`config.mk`:
```
export PLATFORM = sky130hd
export DESIGN_NAME = raster_ctx_source_flat
export DESIGN_NICKNAME = d
export VERILOG_FILES = /design/src/rtl/raster_ctx_source_if.sv /design/src/rtl/raster_ctx_source.sv /design/src/flat_wrapper.sv
export SDC_FILE = /design/constraint.sdc
export NUM_CORES = 1
export LEC_CHECK = 0
export CORE_AREA = 2 2 209 160
export DETAILED_ROUTE_END_ITERATION = 10
export DIE_AREA = 0 0 211 162
export GPL_TIMING_DRIVEN = 1
export PLACE_DENSITY = 0.73
export SYNTH_ARGS = -nofsm -noshare
export SYNTH_HDL_FRONTEND = slang
export SYNTH_SLANG_ARGS = --single-unit
```
`constraint.sdc`:
```
create_clock -name clk -period 13.1 [get_ports clk]
set_clock_uncertainty 0.15 [all_clocks]
set_input_delay 1.965 -clock clk [delete_from_list [all_inputs] [get_ports clk]]
set_output_delay 1.965 -clock clk [all_outputs]
set_load 0.01 [all_outputs]
```
`src/rtl/raster_ctx_source_if.sv`:
```
// Pixel-group stream bus for raster_ctx_source.
//   i_valid/i_ready : input beat handshake; i_b = above-row group, i_x = current group
//   o_valid/o_ready : output beat handshake; o_b = above context (LANES+2 lanes), o_x = current group
//   o_sl/o_sp/o_ep/o_ef : line-0, start-of-line, end-of-line, end-of-frame tags
// Handshake: a beat moves on a rising clk edge where valid && ready are both high;
// the source keeps valid and data stable until that edge, and ready never depends on valid.
// Lane j of a packed group sits at bits [j*BW +: BW].
interface raster_ctx_source_if #(
  parameter int LANES = 8,
  parameter int BW    = 8
);
  logic                      i_valid;
  logic                      i_ready;
  logic [LANES*BW-1:0]       i_b;
  logic [LANES*BW-1:0]       i_x;
  logic                      o_valid;
  logic                      o_ready;
  logic                      o_sl;
  logic                      o_sp;
  logic                      o_ep;
  logic                      o_ef;
  logic [(LANES+2)*BW-1:0]   o_b;
  logic [LANES*BW-1:0]       o_x;

  modport master (
    output i_valid, i_b, i_x, o_ready,
    input  i_ready, o_valid, o_sl, o_sp, o_ep, o_ef, o_b, o_x
  );

  modport slave (
    input  i_valid, i_b, i_x, o_ready,
    output i_ready, o_valid, o_sl, o_sp, o_ep, o_ef, o_b, o_x
  );
endinterface

```
`src/rtl/raster_ctx_source.sv`:
```
// Raster context source for the JPEG-LS encoder front end.
// Takes LANES-pixel groups with their above-row groups, tags them with line/frame
// flags and appends two lookahead above-pixels taken from the following group
// (or synthesised at line end).
// Ports:
//   clk, rst        : clock, asynchronous active-high reset
//   start           : frame start pulse (ignored while busy or when height==0)
//   width, height   : beats per line minus 1, lines per frame; latched on start
//   busy            : frame in progress
//   state_dbg       : current FSM state (0 idle, 1 run, 2 drain)
//   bus             : stream bus, slave side (see raster_ctx_source_if)
module raster_ctx_source #(
  parameter int LANES = 8,
  parameter int BW    = 8,
  parameter int WBITS = 10,
  parameter int HBITS = 16
) (
  input  logic              clk,
  input  logic              rst,
  input  logic              start,
  input  logic [WBITS-1:0]  width,
  input  logic [HBITS-1:0]  height,
  output logic              busy,
  output logic [1:0]        state_dbg,
  raster_ctx_source_if.slave bus
);

  localparam logic [1:0] S_IDLE  = 2'd0;
  localparam logic [1:0] S_RUN   = 2'd1;
  localparam logic [1:0] S_DRAIN = 2'd2;

  logic [1:0]          state;
  logic [WBITS-1:0]    width_q;
  logic [WBITS-1:0]    hpos;
  logic [HBITS-1:0]    height_q;
  logic [HBITS-1:0]    vpos;

  // Hold slot H: a beat waits here until its lookahead source is known.
  logic                h_full;
  logic                h_sl;
  logic                h_sp;
  logic                h_ep;
  logic                h_ef;
  logic [LANES*BW-1:0] h_b;
  logic [LANES*BW-1:0] h_x;

  logic                ocl;
  logic                accept;
  logic                h_to_o;
  logic                start_ok;
  logic                in_sl;
  logic                in_sp;
  logic                in_ep;
  logic                in_ef;
  logic [LANES*BW-1:0] in_b;
  logic [2*BW-1:0]     look;

  assign busy         = (state != S_IDLE);
  assign state_dbg    = state;
  assign bus.i_ready  = (state == S_RUN) && (!h_full || ocl);

  always_comb begin
    ocl      = !bus.o_valid || bus.o_ready;
    accept   = bus.i_valid && bus.i_ready;
    // A non-end beat needs its successor's above lanes; a line-end beat does not.
    h_to_o   = ocl && h_full && (h_ep || accept);
    start_ok = (state == S_IDLE) && start && (height != '0);
    in_sl    = (vpos == '0);
    in_sp    = (hpos == '0);
    in_ep    = (hpos == width_q);
    in_ef    = in_ep && (vpos == height_q - HBITS'(1));
    in_b     = in_sl ? '0 : bus.i_b;
    // look[BW-1:0] becomes lane LANES, look[2*BW-1:BW] lane LANES+1.
    if (!h_ep) begin
      look = in_b[2*BW-1:0];
    end else if (!h_sl) begin
      look = {~h_b[(LANES-1)*BW +: BW], h_b[(LANES-1)*BW +: BW]};
    end else begin
      look = {{(BW-1){1'b0}}, 1'b1, {BW{1'b0}}};
    end
  end

  // Frame control and raster counters.
  always_ff @(posedge clk or posedge rst) begin
    if (rst) begin
      state    <= S_IDLE;
      width_q  <= '0;
      height_q <= '0;
      hpos     <= '0;
      vpos     <= '0;
    end else begin
      case (state)
        S_IDLE: begin
          if (start_ok) begin
            state    <= S_RUN;
            width_q  <= width;
            height_q <= height;
          end
        end
        S_RUN: begin
          if (accept && in_ef) state <= S_DRAIN;
        end
        S_DRAIN: begin
          if (bus.o_valid && bus.o_ready && bus.o_ef) state <= S_IDLE;
        end
        default: state <= S_IDLE;
      endcase

      if (start_ok) begin
        hpos <= '0;
        vpos <= '0;
      end else if (accept) begin
        if (in_ep) begin
          hpos <= '0;
          vpos <= vpos + HBITS'(1);
        end else begin
          hpos <= hpos + WBITS'(1);
        end
      end
    end
  end

  // Hold slot.
  always_ff @(posedge clk or posedge rst) begin
    if (rst) begin
      h_full <= 1'b0;
      h_sl   <= 1'b0;
      h_sp   <= 1'b0;
      h_ep   <= 1'b0;
      h_ef   <= 1'b0;
      h_b    <= '0;
      h_x    <= '0;
    end else if (accept) begin
      h_full <= 1'b1;
      h_sl   <= in_sl;
      h_sp   <= in_sp;
      h_ep   <= in_ep;
      h_ef   <= in_ef;
      h_b    <= in_b;
      h_x    <= bus.i_x;
    end else if (h_to_o) begin
      h_full <= 1'b0;
    end
  end

  // Output register; data only changes on a load, so it stays stable under stall.
  always_ff @(posedge clk or posedge rst) begin
    if (rst) begin
      bus.o_valid <= 1'b0;
      bus.o_sl    <= 1'b0;
      bus.o_sp    <= 1'b0;
      bus.o_ep    <= 1'b0;
      bus.o_ef    <= 1'b0;
      bus.o_b     <= '0;
      bus.o_x     <= '0;
    end else if (h_to_o) begin
      bus.o_valid <= 1'b1;
      bus.o_sl    <= h_sl;
      bus.o_sp    <= h_sp;
      bus.o_ep    <= h_ep;
      bus.o_ef    <= h_ef;
      bus.o_b     <= {look, h_b};
      bus.o_x     <= h_x;
    end else if (bus.o_ready) begin
      bus.o_valid <= 1'b0;
    end
  end

endmodule

```
`src/flat_wrapper.sv`:
```
// flat-port wrapper written by rule: the top's interface ports become plain ports
module raster_ctx_source_flat 
#(
  parameter int LANES = 8,
  parameter int BW    = 8,
  parameter int WBITS = 10,
  parameter int HBITS = 16
)
  (clk, rst, start, width, height, busy, state_dbg, bus_i_valid, bus_i_b, bus_i_x, bus_o_ready, bus_i_ready, bus_o_valid, bus_o_sl, bus_o_sp, bus_o_ep, bus_o_ef, bus_o_b, bus_o_x);
  raster_ctx_source_if #(.LANES(LANES), .BW(BW)) bus_i ();
  input  logic clk;
  input  logic rst;
  input  logic start;
  input  logic [WBITS-1:0] width;
  input  logic [HBITS-1:0] height;
  output logic busy;
  output logic [1:0] state_dbg;
  input wire logic [$bits(bus_i.i_valid)-1:0] bus_i_valid;
  input wire logic [$bits(bus_i.i_b)-1:0] bus_i_b;
  input wire logic [$bits(bus_i.i_x)-1:0] bus_i_x;
  input wire logic [$bits(bus_i.o_ready)-1:0] bus_o_ready;
  output wire logic [$bits(bus_i.i_ready)-1:0] bus_i_ready;
  output wire logic [$bits(bus_i.o_valid)-1:0] bus_o_valid;
  output wire logic [$bits(bus_i.o_sl)-1:0] bus_o_sl;
  output wire logic [$bits(bus_i.o_sp)-1:0] bus_o_sp;
  output wire logic [$bits(bus_i.o_ep)-1:0] bus_o_ep;
  output wire logic [$bits(bus_i.o_ef)-1:0] bus_o_ef;
  output wire logic [$bits(bus_i.o_b)-1:0] bus_o_b;
  output wire logic [$bits(bus_i.o_x)-1:0] bus_o_x;
  assign bus_i.i_valid = bus_i_valid;
  assign bus_i.i_b = bus_i_b;
  assign bus_i.i_x = bus_i_x;
  assign bus_i.o_ready = bus_o_ready;
  assign bus_i_ready = bus_i.i_ready;
  assign bus_o_valid = bus_i.o_valid;
  assign bus_o_sl = bus_i.o_sl;
  assign bus_o_sp = bus_i.o_sp;
  assign bus_o_ep = bus_i.o_ep;
  assign bus_o_ef = bus_i.o_ef;
  assign bus_o_b = bus_i.o_b;
  assign bus_o_x = bus_i.o_x;
  raster_ctx_source #(.LANES(LANES), .BW(BW), .WBITS(WBITS), .HBITS(HBITS)) u_core (.clk(clk), .rst(rst), .start(start), .width(width), .height(height), .busy(busy), .state_dbg(state_dbg), .bus(bus_i));
endmodule
```
==> run summary, run 1 <==
=====================================================================================
Run status ............................................................. finished clean
Hold Crit Start ........................................................ u_core.h_b[24]$_DFFE_PP0P_
Max Root-Sink Buffers ..................................................            3
Share of Yosys cell area claimed by the top area cell type .............        0.601
Detail Route Antenna Nets ..............................................            0
Proportion of layout cells with a drive suffix above 1 .................        0.128
Dominant register cell in the synthesized netlist ...................... sky130_fd_sc_hd__dfrtp_1
Post-detailed-route DRC marker count ...................................            0
Leak pwr ...............................................................      8.76 nW
Cell with the most instances after synthesis ........................... sky130_fd_sc_hd__nand2_1
Level count of the clock H-tree ........................................            2
Filler cell count ......................................................         2671
Overall power ..........................................................      4.45 mW
Wire length of the first global-routing pass ...........................      57.8 mm
Sequential area share after synthesis ..................................        0.601
Layout Area Growth over Synthesis ......................................        32.5%
Most frequent cell on the critical path ................................ sky130_fd_sc_hd__clkdlybuf4s50_1
Via count of the first global-routing pass .............................        10700
Average instance area after synthesis ..................................     10.5 µm²
Final Core Density .....................................................        0.579
EDFF count, synth ......................................................            0
Hold Vio Cnt, Final ....................................................            0
CTS clock-pin slew for the worst setup and hold paths ..................      0.06 ns
Fin crit share .........................................................        0.418
Final routed wirelength across all metal layers ........................      36.2 mm
Insertion delay of the later-clocked pin in the worst-skew pair ........      0.52 ns
Post-synthesis cell count ..............................................         1327
Leading area contributor after synthesis ............................... sky130_fd_sc_hd__dfrtp_1
Initial cell density of the core .......................................        0.437
Global-route usage over all layers .....................................        0.211
Number of clock sinks seen by CTS ......................................          336
RePlAce Congestion .....................................................        0.879
Worst hold path stage count ............................................            2
Die width ..............................................................       211 µm
Reg-to-Reg End ......................................................... u_core.bus.o_b[4]$_DFFE_PP0P_
Unrepaired setup endpoints after global routing ........................        false
Die area ...............................................................    34200 µm²
Max incr delay on CP ...................................................      0.53 ns
Worst r2r path cells ...................................................            5
Die outline height .....................................................       162 µm
Number of top-level design ports .......................................          312
Setup crit start kind .................................................. primary input
Count of buffers added by post-CTS timing repair for setup .............            0
Core area ..............................................................    32000 µm²
Remaining global-route overflow ........................................            0
Final #Nets ............................................................         1773
Count of routing violations after the opening detailed-route iteration .          710
Worst relative slew slack ..............................................        0.220
Classification of the worst setup path ................................. primary input to output pin
Drt via density ........................................................         5.18
Fmax achieved ..........................................................      182 MHz
Cell area after technology mapping .....................................    14000 µm²
Finish-stage setup viols ...............................................            0
Sum Neg Setup Slack ....................................................         0 ns
Post-DP HPWL ...........................................................      24.2 mm
TritonRoute pass-1 iters ...............................................            5
Slowest cell on the critical path ...................................... sky130_fd_sc_hd__clkdlybuf4s50_1
Fraction of registers with async set/reset .............................         1.00
Arrival time reported for the critical path endpoint ...................      3.37 ns
Final Critical Period ..................................................      5.48 ns
CTS tree ...............................................................        built
Number of synthesized register bits ....................................          336
Clock Tree Root ........................................................ sky130_fd_sc_hd__clkbuf_16
Wirelength per Cell ....................................................      17.7 µm
Power density over cell area ...........................................   240 nW/µm²
Final Slew Violations ..................................................            0
Required time at the worst-slack endpoint ..............................     10.98 ns
Worst reg-to-reg setup slack ...........................................      9.14 ns
Peak ir drop on the vdd network ........................................   0.000116 V
Worst Hold Endpoint .................................................... u_core.h_b[24]$_DFFE_PP0P_
Cell breakdown of the critical path .................................... clkdlybuf4s50_1, and3b_1, nor2_1, clkdlybuf4s50_1
Pin count of the biggest net entering global routing ...................          123
Total number of vias ...................................................        10600
Number of antenna violations at the first check in global routing ......            2
Quantity of I/O buffers inserted on ports ..............................          311
Yosys cell types .......................................................           49
Slew of the pin with the lowest slew margin ............................      1.17 ns
Worst Setup End Kind ...................................................   output pin
Worst Path Buf+Inv .....................................................            2
Maximum fanout encountered on the critical timing path .................            4
Row count ..............................................................           57
Tightest Hold Check Type ............................................... flop to flop
Maxcap violations ......................................................            0
Worst reg2reg path startpoint .......................................... u_core.h_ep$_DFFE_PP0P_
Count of hold-fix buffers inserted at cts ..............................            0
Cts repair resizes .....................................................            0
TritonCTS buffer count .................................................           36
Count of warnings emitted by yosys .....................................            0
Family with the most delay on the worst path ........................... buffers and inverters
Synthesized netlist net count ..........................................         1491
Dominant cells by area after synthesis ................................. sky130_fd_sc_hd__dfrtp_1, sky130_fd_sc_hd__nand2_1, sky130_fd_sc_hd__mux2_2
Synth cell count leaders ............................................... sky130_fd_sc_hd__nand2_1, sky130_fd_sc_hd__dfrtp_1, sky130_fd_sc_hd__mux2_2, sky130_fd_sc_hd__nand3_1, sky130_fd_sc_hd__nor2_1
=====================================================================================
-- report_power, final --
group | switching, mW | total (mW) | leakage (nW) | internal, mW
combinational | 0.903 | 1.77 | 3.89 | 0.866
sequential | 0.261 | 1.70 | 4.31 | 1.44
clock | 0.408 | 0.985 | 0.564 | 0.577
total | 1.57 | 4.45 | 8.76 | 2.88
-- area by class of cell --
class / count / area, µm² / area share
flip-flops and latches: 336 / 8410 / 0.453
well taps: 413 / 517 / 0.0279
multi-input cells: 903 / 5240 / 0.283
repair buffers: 321 / 3190 / 0.172
inverters: 11 / 48.8 / 0.00263
clock buffers: 50 / 1040 / 0.0563
clock inverters: 11 / 93.8 / 0.00506
diodes: 1 / 2.50 / 0.000135
-- cell families after synthesis --
group,Yosys count,synth area share
AND/OR/NAND/NOR,624,0.192
flip-flops,336,0.601
multiplexers,135,0.108
AO/OA/AOI/OAI,88,0.0368
buffers and inverters,88,0.0257
XOR/XNOR,51,0.0319
adder cells (fa/ha/maj),5,0.00447
-- cells in the final DEF, fill, tap and decap left out, types with 5 or more instances in the layout --
cell / count
sky130_fd_sc_hd__nand4_1: 11
sky130_fd_sc_hd__clkbuf_8: 7
sky130_fd_sc_hd__buf_4: 10
sky130_fd_sc_hd__o21ai_0: 46
sky130_fd_sc_hd__clkdlybuf4s50_1: 311
sky130_fd_sc_hd__clkinv_2: 6
sky130_fd_sc_hd__inv_1: 9
sky130_fd_sc_hd__xnor2_1: 16
sky130_fd_sc_hd__a31oi_1: 10
sky130_fd_sc_hd__a21oi_1: 15
sky130_fd_sc_hd__nor3_1: 11
sky130_fd_sc_hd__nand3_1: 60
sky130_fd_sc_hd__nor2_1: 52
sky130_fd_sc_hd__xor2_1: 35
sky130_fd_sc_hd__nor4_1: 14
sky130_fd_sc_hd__dfrtp_1: 336
sky130_fd_sc_hd__nand2_1: 431
sky130_fd_sc_hd__clkbuf_16: 37
sky130_fd_sc_hd__clkbuf_1: 6
sky130_fd_sc_hd__ha_1: 5
sky130_fd_sc_hd__and3_1: 7
sky130_fd_sc_hd__mux2_2: 132
-- routing by layer --
layer	share of wire	GRT usage
met1	0.45	0.297
met5	0.00036	0
met4	0.025	0.0640
met3	0.066	0.0470
met2	0.46	0.329
-- worst max-delay path by stage --
stage	start	end	slack, ns	cells after the start
3_5_place_dp	bus_o_ready	u_core.bus.o_b[4]$_DFFE_PP0P_	7.16	8
5_1_grt	bus_o_ready	u_core.bus.o_b[3]$_DFFE_PP0P_	7.46	8
6_report	bus_o_ready	bus_i_ready	7.62	4
4_1_cts	bus_o_ready	bus_i_ready	7.62	4
2_1_floorplan	rst	u_core.bus.o_b[0]$_DFFE_PP0P_	1.68	1
3_3_place_gp	bus_o_ready	u_core.bus.o_ep$_DFFE_PP0P_	7.19	8
-- worst reg2reg max path: stages, from the launching register on --
cell and delay, ns:
sky130_fd_sc_hd__dfrtp_1 0.82, sky130_fd_sc_hd__o21ai_0 0.41, sky130_fd_sc_hd__nand2b_4 0.21, sky130_fd_sc_hd__buf_4 0.74, sky130_fd_sc_hd__buf_4 1.00, sky130_fd_sc_hd__mux2_2 0.51
-- sequential cells by signal, indices dropped and copies added (netlist names), 10 cells and up --
| register | cells |
|---|---|
| u_core.bus.o_x | 64 |
| u_core.h_x | 64 |
| u_core.vpos | 16 |
| u_core.width_q | 10 |
| u_core.h_b | 64 |
| u_core.height_q | 16 |
| u_core.bus.o_b | 80 |
| u_core.hpos | 10 |
-- stage by stage --
stage / cells / hold slack, ns / worst slack, ns / area (µm²)
after detailed placement: 1984 / 0.302 / 7.16 / 17400
after global routing: 2046 / 0.335 / 7.46 / 18500
after floorplan: 1327 / 0.285 / 1.68 / 14000
after CTS: 2045 / 0.316 / 7.62 / 18500
after global placement: 1984 / 0.295 / 7.19 / 17400
final: 2046 / 0.311 / 7.62 / 18500
Power figures use the tool's default switching activity.
==> run 2: changes to the inputs <==
clock period = 5.4 ns   (was 13.1 ns; I/O delays follow)
==> run summary, run 2 (synthesis results as in run 1) <==
=====================================================================================
Flop pwr share .........................................................        0.380
Classification of the worst setup path ................................. primary input to flop
Family with the most delay on the worst path ........................... simple AND/OR/NAND/NOR gates
Post-detailed-route DRC marker count ...................................            0
Arrival time reported for the critical path endpoint ...................      3.69 ns
Unrepaired setup endpoints after global routing ........................        false
Hold Vio Cnt, Final ....................................................            0
Max incr delay on CP ...................................................      0.74 ns
Finish-stage setup viols ...............................................            0
Tightest Hold Check Type ............................................... flop to flop
Overall power ..........................................................      10.8 mW
Proportion of layout cells with a drive suffix above 1 .................        0.130
Count of hold-fix buffers inserted at cts ..............................            0
Final Critical Period ..................................................      3.45 ns
Flip-flop count of the largest register after layout ...................           80
Die area ...............................................................    34200 µm²
Die width ..............................................................       211 µm
Worst Setup End Kind ...................................................         flop
Leak pwr ...............................................................      8.80 nW
TritonRoute pass-1 iters ...............................................            5
Wire length of the first global-routing pass ...........................      57.7 mm
Fin crit share .........................................................        0.638
Share of total power consumed by net switching .........................        0.351
Worst Path Buf+Inv .....................................................            3
Maximum fanout encountered on the critical timing path .................           61
Final routed wirelength across all metal layers ........................      35.9 mm
Fin cells ..............................................................         2053
NetSw ..................................................................      3.80 mW
Slew of the pin with the lowest slew margin ............................      1.12 ns
Internal power .........................................................      7.03 mW
Max Root-Sink Buffers ..................................................            3
Most common cell after layout, fill and taps aside ..................... sky130_fd_sc_hd__nand2_1
Final Core Density .....................................................        0.582
Number of clock sinks seen by CTS ......................................          336
Initial cell density of the core .......................................        0.437
Count of routing violations after the opening detailed-route iteration .          745
Drt via density ........................................................         5.16
Clock Tree Root ........................................................ sky130_fd_sc_hd__clkbuf_16
Total placed cells including tap cells .................................         1988
Most flops, register ................................................... u_core.bus.o_b
Final Slew Violations ..................................................            0
TritonCTS buffer count .................................................           35
Footprint of the multi-input gates .....................................     5240 µm²
Post-DP HPWL ...........................................................      24.4 mm
Quantity of I/O buffers inserted on ports ..............................          311
Pin count of the biggest net entering global routing ...................          107
Maxcap violations ......................................................            0
Total number of vias ...................................................        10600
Remaining global-route overflow ........................................            0
Area used by sequential logic in the layout ............................     8410 µm²
Filler cell count ......................................................         2695
Commonest cells after routing, fill and taps aside ..................... sky130_fd_sc_hd__nand2_1, sky130_fd_sc_hd__dfrtp_1, sky130_fd_sc_hd__clkdlybuf4s50_1
Number of antenna violations at the first check in global routing ......            2
Power density over cell area ...........................................   581 nW/µm²
Wirelength per Cell ....................................................      17.5 µm
Level count of the clock H-tree ........................................            2
CTS tree ...............................................................        built
Cts repair resizes .....................................................            0
Worst relative slew slack ..............................................        0.255
Count of buffers added by post-CTS timing repair for setup .............            0
Required time at the worst-slack endpoint ..............................      5.65 ns
Cell breakdown of the critical path .................................... clkdlybuf4s50_1, and3b_1, nor2_4, buf_4, o21ai_0, nand2b_4, buf_12, mux2_2
Insertion delay of the later-clocked pin in the worst-skew pair ........      0.52 ns
Combinational group share of total power ...............................        0.398
RePlAce Congestion .....................................................        0.872
Run status ............................................................. finished clean
Row count ..............................................................           57
Detail Route Antenna Nets ..............................................            0
Global-route usage over all layers .....................................        0.211
CTS clock-pin slew for the worst setup and hold paths ..................      0.06 ns
Core area ..............................................................    32000 µm²
Via count of the first global-routing pass .............................        10700
Number of top-level design ports .......................................          312
Slowest cell on the critical path ...................................... sky130_fd_sc_hd__nand2b_4
Share of total power in the clock network ..............................        0.222
Peak ir drop on the vdd network ........................................   0.000345 V
Die outline height .....................................................       162 µm
Setup crit start kind .................................................. primary input
Fmax achieved ..........................................................      290 MHz
Layout Area Growth over Synthesis ......................................        33.3%
Final #Nets ............................................................         1776
=====================================================================================
==> run 2: final cells by class <==
cell class                 count  share of cell area
inverter                      11             0.00242
clock buffer                  51              0.0551
sequential                   336               0.451
multi-input combinational    903               0.281
antenna                        2            0.000268
clock inverter                12             0.00718
timing repair buffer         325               0.175
tap                          413              0.0277
==> run 2: power groups by stage <==
stage / registers [mW] / clock network, mW / logic [mW]
floorplan: 4.20 / 0 / 2.36
global placement: 4.11 / 0 / 4.25
detailed placement: 4.15 / 0 / 4.35
CTS: 4.11 / 2.48 / 4.36
global route: 4.24 / 2.58 / 4.71
finish: 4.12 / 2.41 / 4.30
==> run 2: through the flow <==
step,setup TNS [ns],hold WS (ns),setup WS (ns),instance area [µm²]
4_1_cts,0,0.317,1.96,18600
3_3_place_gp,0,0.295,1.43,17500
3_5_place_dp,0,0.302,1.40,17500
5_1_grt,0,0.335,1.76,18600
6_report,0,0.312,1.95,18600
2_1_floorplan,-17.00,0.285,-0.0506,14000
==> run 2: final timing paths <==
| kind | startpoint | cells after the start | endpoint | slack [ns] |
|---|---|---|---|---|
| min | u_core.h_b[33]$_DFFE_PP0P_ | 2 | u_core.h_b[33]$_DFFE_PP0P_ | 0.31 |
| min in group asynchronous | rst | 2 | u_core.h_b[12]$_DFFE_PP0P_ | 0.66 |
| max reg2reg | u_core.bus.o_valid$_DFFE_PP0P_ | 7 | u_core.bus.o_b[2]$_DFFE_PP0P_ | 2.34 |
| max | bus_o_ready | 8 | u_core.bus.o_b[2]$_DFFE_PP0P_ | 1.95 |
| max in group asynchronous | rst | 3 | u_core.bus.o_x[26]$_DFFE_PP0P_ | 3.41 |
| min reg2reg | u_core.h_b[33]$_DFFE_PP0P_ | 2 | u_core.h_b[33]$_DFFE_PP0P_ | 0.31 |
==> run 2: worst register-to-register path, cell delays in order, from the launching register on <==
cell                       delay [ns]
sky130_fd_sc_hd__dfrtp_1         0.39
sky130_fd_sc_hd__and3b_1         0.30
sky130_fd_sc_hd__nor2_4          0.06
sky130_fd_sc_hd__buf_4           0.24
sky130_fd_sc_hd__o21ai_0         0.27
sky130_fd_sc_hd__nand2b_4        0.74
sky130_fd_sc_hd__buf_12          0.38
sky130_fd_sc_hd__mux2_2          0.42
==> run 2: routing by layer <==
layer / global-route usage / up-vias / wire length, µm
met5: 0 / - / 0
met4: 0.0647 / 0 / 909
met3: 0.0451 / 66 / 2200
met2: 0.321 / 312 / 16300
met1: 0.305 / 5232 / 16600
li1: - / 4987 / -
